**src/rtl/divider_iterative.sv**
```systemverilog
// Iterative restoring divider for DIV/DIVU/REM/REMU: one quotient bit per clock,
// start/ready handshake, synchronous flush and asynchronous reset.
module divider_iterative #(
    parameter int XLEN = 32
) (
    input  logic            clk,
    input  logic            rst,
    input  logic            startE,
    input  logic            flush,
    input  logic [1:0]      div_opcode,
    input  logic [XLEN-1:0] operand1,
    input  logic [XLEN-1:0] operand2,
    output logic [XLEN-1:0] result_divide,
    output logic            ready,
    output logic            busy,
    output logic [1:0]      dbg_state
);
    // Handshake: a start is accepted on a rising edge when the block is IDLE or DONE,
    // startE=1 and flush=0; ready then pulses for exactly one cycle with result_divide valid.
    localparam int CW = $clog2(XLEN);
    localparam logic [CW-1:0] LAST_STEP = CW'(XLEN - 1);

    typedef enum logic [1:0] {
        S_IDLE = 2'd0,
        S_CALC = 2'd1,
        S_FIX  = 2'd2,
        S_DONE = 2'd3
    } state_t;

    state_t          state_q, state_d;
    logic [1:0]      opcode_q, opcode_d;
    logic            q_neg_q, q_neg_d;
    logic            r_neg_q, r_neg_d;
    logic [XLEN-1:0] dvd_q, dvd_d;
    logic [XLEN-1:0] dsr_q, dsr_d;
    logic [XLEN-1:0] rem_q, rem_d;
    logic [XLEN-1:0] quo_q, quo_d;
    logic [CW-1:0]   count_q, count_d;
    logic [XLEN-1:0] result_q, result_d;
    logic            ready_q, ready_d;

    logic            accept, is_signed, a_neg, b_neg, div_zero, overflow, special;
    logic [XLEN-1:0] a_abs, b_abs, special_result, fix_result, rem_step;
    logic [XLEN:0]   rem_shift, diff;
    logic            take;

    always_comb begin
        accept    = (state_q == S_IDLE || state_q == S_DONE) && startE && !flush;
        is_signed = ~div_opcode[0];
        a_neg     = is_signed & operand1[XLEN-1];
        b_neg     = is_signed & operand2[XLEN-1];
        a_abs     = a_neg ? -operand1 : operand1;
        b_abs     = b_neg ? -operand2 : operand2;
        div_zero  = (operand2 == '0);
        overflow  = is_signed && (operand1 == {1'b1, {(XLEN-1){1'b0}}}) && (operand2 == '1);
        special   = div_zero | overflow;
        // Overflow quotient equals the dividend itself (most negative value).
        if (div_zero) special_result = div_opcode[1] ? operand1 : '1;
        else          special_result = div_opcode[1] ? '0 : operand1;

        // 33-bit compare: the shifted remainder can exceed XLEN bits for large divisors.
        rem_shift = {rem_q, dvd_q[XLEN-1]};
        diff      = rem_shift - {1'b0, dsr_q};
        take      = ~diff[XLEN];
        rem_step  = take ? diff[XLEN-1:0] : rem_shift[XLEN-1:0];

        if (opcode_q[1]) fix_result = r_neg_q ? -rem_q : rem_q;
        else             fix_result = q_neg_q ? -quo_q : quo_q;
    end

    always_ff @(posedge clk or posedge rst) begin
        if (rst) begin
            state_q  <= S_IDLE;
            opcode_q <= '0;
            q_neg_q  <= 1'b0;
            r_neg_q  <= 1'b0;
            dvd_q    <= '0;
            dsr_q    <= '0;
            rem_q    <= '0;
            quo_q    <= '0;
            count_q  <= '0;
            result_q <= '0;
            ready_q  <= 1'b0;
        end else begin
            state_q  <= state_d;
            opcode_q <= opcode_d;
            q_neg_q  <= q_neg_d;
            r_neg_q  <= r_neg_d;
            dvd_q    <= dvd_d;
            dsr_q    <= dsr_d;
            rem_q    <= rem_d;
            quo_q    <= quo_d;
            count_q  <= count_d;
            result_q <= result_d;
            ready_q  <= ready_d;
        end
    end

    always_comb begin
        state_d = state_q;
        case (state_q)
            S_IDLE, S_DONE: begin
                if (accept)                  state_d = special ? S_DONE : S_CALC;
                else                         state_d = S_IDLE;
            end
            S_CALC: if (count_q == LAST_STEP) state_d = S_FIX;
            S_FIX:                           state_d = S_DONE;
            default:                         state_d = S_IDLE;
        endcase
        if (flush) state_d = S_IDLE;
    end

    always_comb begin
        opcode_d = opcode_q;
        q_neg_d  = q_neg_q;
        r_neg_d  = r_neg_q;
        dvd_d    = dvd_q;
        dsr_d    = dsr_q;
        rem_d    = rem_q;
        quo_d    = quo_q;
        count_d  = count_q;
        result_d = result_q;
        if (accept) begin
            opcode_d = div_opcode;
            q_neg_d  = a_neg ^ b_neg;
            r_neg_d  = a_neg;
            dvd_d    = a_abs;
            dsr_d    = b_abs;
            rem_d    = '0;
            quo_d    = '0;
            count_d  = '0;
            if (special) result_d = special_result;
        end else if (!flush && state_q == S_CALC) begin
            dvd_d   = dvd_q << 1;
            rem_d   = rem_step;
            quo_d   = {quo_q[XLEN-2:0], take};
            count_d = count_q + 1'b1;
        end else if (!flush && state_q == S_FIX) begin
            result_d = fix_result;
        end
    end

    always_comb begin
        ready_d       = (state_d == S_DONE);
        ready         = ready_q;
        busy          = (state_q == S_CALC) || (state_q == S_FIX);
        result_divide = result_q;
        dbg_state     = state_q;
    end
endmodule

```
**config.mk**
```make
export PLATFORM = sky130hd
export DESIGN_NAME = divider_iterative
export DESIGN_NICKNAME = d
export VERILOG_FILES = /design/src/rtl/divider_iterative.sv
export SDC_FILE = /design/constraint.sdc
export NUM_CORES = 1
export LEC_CHECK = 0
export CAP_MARGIN = 40
export CORE_MARGIN = 2
export CORE_UTILIZATION = 45
export DETAILED_ROUTE_END_ITERATION = 8
export PLACE_DENSITY = 0.69
export SLEW_MARGIN = 20
export SYNTH_ARGS = -nofsm -noshare
export SYNTH_HDL_FRONTEND = slang
export SYNTH_SLANG_ARGS = --single-unit
```
**constraint.sdc**
```tcl
create_clock -name clk -period 9.8 [get_ports clk]
set_input_delay 1.96 -clock clk [delete_from_list [all_inputs] [get_ports clk]]
set_output_delay 1.96 -clock clk [all_outputs]
set_load 0.05 [all_outputs]
```
==> run summary, run 1 <==
outcome: complete, no violations
Final ANT Viol Nets: 0
post-CTS resize count: 0
total power: 3.02 mW
Slew @ Worst Pin: 0.822 ns
Post-synth EDFFs: 0
nets: 1538
Final Non-Filler Cells: 1769
Unique masters post-synth: 71
total grt overflow: 0
busiest grt layer: met2
Global Route Usage Sum: 23.2%
final worst path period share: 58.6%
row count: 58
P&R area growth vs syn: 18.1%
Worst Setup Path Type: in -> reg
syn nets: 1462
worst skew pair latency: 0.43 ns
Die Width: 165 µm
Async S/R FF share, synth: 100%
DPL Wire Length: 23000 µm
final period demand of the worst path: 5.74 ns
Critical Path Fanout Max: 44
clock-pin slew on the worst setup and hold paths: 0.06 ns
first-pass GRT wire length: 50300 µm
DR pass1 iterations: 5
1st-iter DRT viols: 966
DR WL/cell: 17.5 µm
Initial Util: 46.0%
die area: 27200 µm²
CP Capture Type: flip-flop
root buf cell: clkbuf_16
critical path required time: 10.11 ns
Max clock buf depth: 2
TNS Setup: 0 ns
met2 usage: 37.0%
WL final: 30900 µm
dpl ws: 3.70 ns
placed cells: 1733
Final Hold Vio Count: 0
# IOs: 106
fin. max-slew vios: 0
Post-CTS Setup Inserts: 0
flop2flop setup slack: 5.74 ns
Mean Syn Cell Area: 8.64 µm²
static leakage: 5.88 nW
Max-Cap Viols: 0
met3 Track Usage GR: 4.14%
cell count after synthesis: 1350
Num CTS Buffers: 17
Core Area: 25300 µm²
Worst slew margin: 43.8%
synthesized area: 11700 µm²
Hold WC Path Type: reg -> reg
Worst Setup Slack, final: 4.06 ns
Num Clock Sinks: 171
Setup Skew: 0.0131 ns
Filler Cell Count: 2335
hold buffers post-CTS: 0
Final setup viols: 0
Final Wtd Congestion: 0.954
vias per cell: 5.81
H-tree depth: 4
grt met1 use: 32.2%
RSZ-0062 raised after global routing: false
Die Y: 165 µm
synthesis warning total: 0
CTS tree: done
max frequency: 174 MHz
PortBufs: 105
Critical Path AT: 6.05 ns
layout cell share with drive strength beyond 1: 5.98%
via count of the first global-routing pass: 9800
CP Launch Type: primary input
via count: 10300
power per standard cell area: 219 nW/µm²
DRC Markers: 0
largest net degree at the start of global routing: 74
initial antenna violation count: 0
Top FF cell, synth: dfrtp_1
n_diodes: 0
post-synthesis sequential area ratio: 36.7%
number of synthesized register bits: 171
VDD IR max: 0.000195 V
final cells by class:
cell class	count	area, µm²	area share (%)
repair buffers	125	1310	9.49
clock inverters	13	188	1.36
well taps	330	413	3.00
multi-input cells	1044	6880	49.9
clock buffers	19	453	3.29
flip-flops and latches	171	4280	31.1
inverters	67	256	1.86
cells in the mapped netlist, types with 3 or more instances:
library cell	count	area, µm²
nand2b_1	16	100
a22oi_1	27	203
buf_4	3	22.5
o21a_1	3	22.5
o21ai_0	178	891
or2_2	5	31.3
o41ai_1	9	78.8
a21o_1	8	60.1
nor2b_1	9	56.3
ha_1	41	513
or3_1	18	113
dfrtp_1	171	4280
nor2_1	78	293
nand3_1	17	85.1
and3_1	7	43.8
clkbuf_1	48	180
a22o_1	33	289
nor4_1	6	37.5
xnor2_1	80	701
and2_1	3	18.8
a221oi_2	7	105
buf_6	3	33.8
o221ai_1	4	35.0
inv_1	66	248
buf_2	6	30.0
nand4_1	12	75.1
or4_1	12	90.1
o211ai_1	23	173
a31oi_1	20	125
xor2_1	63	552
nand2_1	138	518
o21bai_1	5	37.5
nor3_1	17	85.1
o31ai_1	35	263
buf_1	7	26.3
mux2i_1	29	290
a211oi_2	3	37.5
o21ai_1	3	15.0
a21oi_1	86	430
a211oi_1	11	82.6
registers in the layout, indices dropped and copies added, names as in the netlist:
register,flops
result_divide,32
ready,1
dvd_q,32
q_neg_q,1
dsr_q,32
opcode_q,1
r_neg_q,1
count_q,5
quo_q,32
dbg_state,2
rem_q,32
routing by layer:
metal	vias to the layer above	part of all wire (%)
li1	5030	-
met5	-	0
met2	311	46
met3	42	5.6
met4	0	2.0
met1	4891	47
where the power goes:
group	internal [mW]	switching, mW	leakage, nW
clock	0.443	0.295	0.307
sequential	0.877	0.119	2.23
combinational	0.480	0.802	3.34
total	1.80	1.22	5.88
worst paths after layout:
kind,from,to,cells after the start
max,operand2[14],result_divide[11],11
min,dsr_q[21],dsr_q[21],2
max reg2reg,dvd_q[31],rem_q[17],14
min reg2reg,dsr_q[21],dsr_q[21],2
max in group asynchronous,rst,result_divide[16],5
min in group asynchronous,rst,dsr_q[29],2
metrics by stage:
stage          cell area (µm²)  hold WS, ns  util (%)
2_1_floorplan            11700        0.450         -
3_3_place_gp             13000        0.461      51.2
3_5_place_dp             13100        0.470      51.6
4_1_cts                  13700        0.484      54.2
5_1_grt                  13800        0.509      54.4
6_report                 13800        0.477      54.4
logic make-up after synthesis:
family                   count (synthesis)  share of synthesized area, %
XOR/XNOR                               143                          10.7
flip-flops                             171                          36.7
AO/OA/AOI/OAI                          474                          25.9
AND/OR/NAND/NOR                        353                          14.6
multiplexers                            32                          2.78
adder cells (fa/ha/maj)                 42                          4.57
buffers and inverters                  135                          4.71
critical path: stages:
cell and delay [ns]:
clkdlybuf4s50_1 0.51, or4_4 0.59, nor4_1 0.35, nor4b_2 0.37, nand4b_1 0.22, or4_4 0.55
inv_2 0.07, a31oi_1 0.07, o21ai_4 0.47, buf_4 0.46, mux2_2 0.38
cells in the final DEF (no fill, tap or decap), types with 16 or more instances in the layout:
cell	netlist	routed
a21oi_1	86	85
a22o_1	33	33
a22oi_1	27	27
a31oi_1	20	20
clkbuf_16	0	17
clkdlybuf4s50_1	0	105
dfrtp_1	171	171
ha_1	41	41
inv_1	66	65
mux2i_1	29	29
nand2_1	138	138
nand2b_1	16	16
nand3_1	17	17
nor2_1	78	77
nor3_1	17	17
o211ai_1	23	23
o21ai_0	178	178
o31ai_1	35	35
or3_1	18	18
xnor2_1	80	80
xor2_1	63	63
Power figures use the tool's default switching activity.
==> inputs of run 2 (changes only) <==
Settings changed: PLACE_DENSITY 0.69 to 0.71.
Clock period 9.8 ns to 4.9 ns, I/O delays scaled along.
==> run 2 against run 1 <==
- count of clock-buffer cells in the layout shrank 1
- sequential power grew 100%
- via count grew 1.6%
==> run summary, run 2 (same netlist as run 1, synthesis figures left out) <==
busiest grt layer: met2
commonest cells after routing, fill and taps aside: 178 x o21ai_0, 171 x dfrtp_1, 138 x nand2_1
Final Hold Vio Count: 0 (unchanged)
Comb power frac: 43.6% (+1.1 points)
switching portion of total power: 41.6% (+1.3 points)
PortBufs: 105 (unchanged)
hold buffers post-CTS: 0 (unchanged)
static leakage: 5.84 nW (-0.70%)
Max clock buf depth: 2 (unchanged)
critical path required time: 5.24 ns (-4.87 ns)
Max-Cap Viols: 0 (unchanged)
TNS Setup: 0 ns (unchanged)
DPL Wire Length: 22900 µm (-0.53%)
Initial Util: 46.0% (unchanged)
Hold WC Path Type: reg -> reg
flop2flop setup slack: 0.79 ns (-4.95 ns)
outcome: complete, no violations
commonest non-fill, non-tap cell in the layout: o21ai_0
first-pass GRT wire length: 50300 µm (about the same)
nets: 1544 (+0.39%)
die area: 27200 µm² (unchanged)
met2 usage: 36.1% (-0.91 points)
# IOs: 106 (unchanged)
Core Area: 25300 µm² (unchanged)
VDD IR max: 0.000435 V (+120%)
Worst Setup Path Type: in -> reg
grt met1 use: 32.4% (+0.14 points)
initial antenna violation count: 0 (unchanged)
Final ANT Viol Nets: 0 (unchanged)
via count: 10400 (+1.6%)
final worst path period share: 87.8%
CTS tree: done
worst skew pair latency: 0.43 ns (about the same)
CP Launch Type: primary input
Die Width: 165 µm (unchanged)
P&R area growth vs syn: 17.3%
Final setup viols: 0 (unchanged)
DR pass1 iterations: 7 (+2)
Setup Skew: 0.0139 ns (+0.000777 ns)
DR WL/cell: 17.4 µm (-0.20%)
Post-CTS Setup Inserts: 0 (unchanged)
final period demand of the worst path: 4.30 ns
Clock Power Share: 22.1% (-2.4 points)
1st-iter DRT viols: 1001 (+3.6%)
Num Clock Sinks: 171 (unchanged)
Sequential Power Share: 34.3% (+1.3 points)
fin. max-slew vios: 0 (unchanged)
CP Capture Type: flip-flop
Slew @ Worst Pin: 0.995 ns (+0.173 ns)
Switch Pwr: 2.43 mW (+100%)
row count: 58 (unchanged)
Worst slew margin: 33.1% (-11 points)
Critical Path Fanout Max: 24 (-45%)
RSZ-0062 raised after global routing: false
power per standard cell area: 427 nW/µm² (+95%)
post-CTS resize count: 0 (unchanged)
DRC Markers: 0 (unchanged)
CP Launch Point: operand2[14]
H-tree depth: 4 (unchanged)
Final Wtd Congestion: 0.926 (-3.0%)
via count of the first global-routing pass: 9676 (-1.3%)
layout cell share with drive strength beyond 1: 6.16% (+0.19 points)
Critical Path AT: 4.64 ns (-1.41 ns)
vias per cell: 5.89 (+1.3%)
Die Y: 165 µm (unchanged)
met3 Track Usage GR: 4.50% (+0.35 points)
WL final: 30900 µm (about the same)
Int Pwr: 3.41 mW (+89%)
n_diodes: 0 (unchanged)
Num CTS Buffers: 17 (unchanged)
largest net degree at the start of global routing: 172 (+130%)
total grt overflow: 0 (unchanged)
min-delay src: dsr_q[15]
reg-to-reg startpoint: dvd_q[31]
clock-pin slew on the worst setup and hold paths: 0.06 ns (about the same)
max frequency: 232 MHz
root buf cell: clkbuf_16
Global Route Usage Sum: 23.3% (+0.15 points)
utilization after layout: 54.0% (-0.38 points)
==> run 2: power by group through the flow <==
stage | registers, mW | clock network, mW | logic, mW
6_report | 2.01 | 1.29 | 2.55
2_1_floorplan | 2.40 | 0 | 1.36
3_3_place_gp | 2.06 | 0 | 2.42
5_1_grt | 2.05 | 1.38 | 2.80
3_5_place_dp | 2.05 | 0 | 2.49
4_1_cts | 2.03 | 1.31 | 2.51
==> run 2: layout make-up <==
cell class	instances	area, µm²
clock buffers	18	429
clock inverters	13	120
fillers	2330	11700
inverters	67	255
multi-input cells	1044	6880
flip-flops and latches	171	4280
well taps	330	413
repair buffers	131	1300
==> run 2: final timing paths <==
| kind | to | cells past startpoint |
|---|---|---|
| hold / removal | dsr_q[15] | 2 |
| setup / recovery | result_divide[30] | 12 |
| setup reg to reg | rem_q[17] | 14 |
| max in group asynchronous | dvd_q[5] | 3 |
| min in group asynchronous | dsr_q[30] | 3 |
| hold reg to reg | dsr_q[15] | 2 |
==> run 2: routing by layer <==
metal	vias to the layer above	part of all wire, %
met3	50	5.8
met5	-	0
met1	5006	46
li1	5057	-
met4	0	3.0
met2	328	45
==> run 2: worst max-delay path, cell delays in order <==
cell and delay, ns:
clkdlybuf4s50_1 0.51, or4_4 0.59, nor4_1 0.38, nor4b_2 0.39, nand4b_1 0.23, or4_4 0.55
inv_2 0.07, a31oi_1 0.08, o21ai_4 0.42, buf_12 0.22, nor2_1 0.06, a221oi_2 0.16
==> run 2: per-stage QoR <==
stage | hold WS [ns] | setup WS (ns) | power [mW] | area, µm² | instances
6_report | 0.479 | 0.596 | 5.85 | 13700 | 1774
5_1_grt | 0.509 | 0.437 | 6.22 | 13700 | 1774
4_1_cts | 0.489 | 0.692 | 5.84 | 13600 | 1770
3_5_place_dp | 0.474 | 0.262 | 4.54 | 13100 | 1739
2_1_floorplan | 0.450 | 1.12 | 3.76 | 11700 | 1350
3_3_place_gp | 0.462 | 0.353 | 4.48 | 13100 | 1738
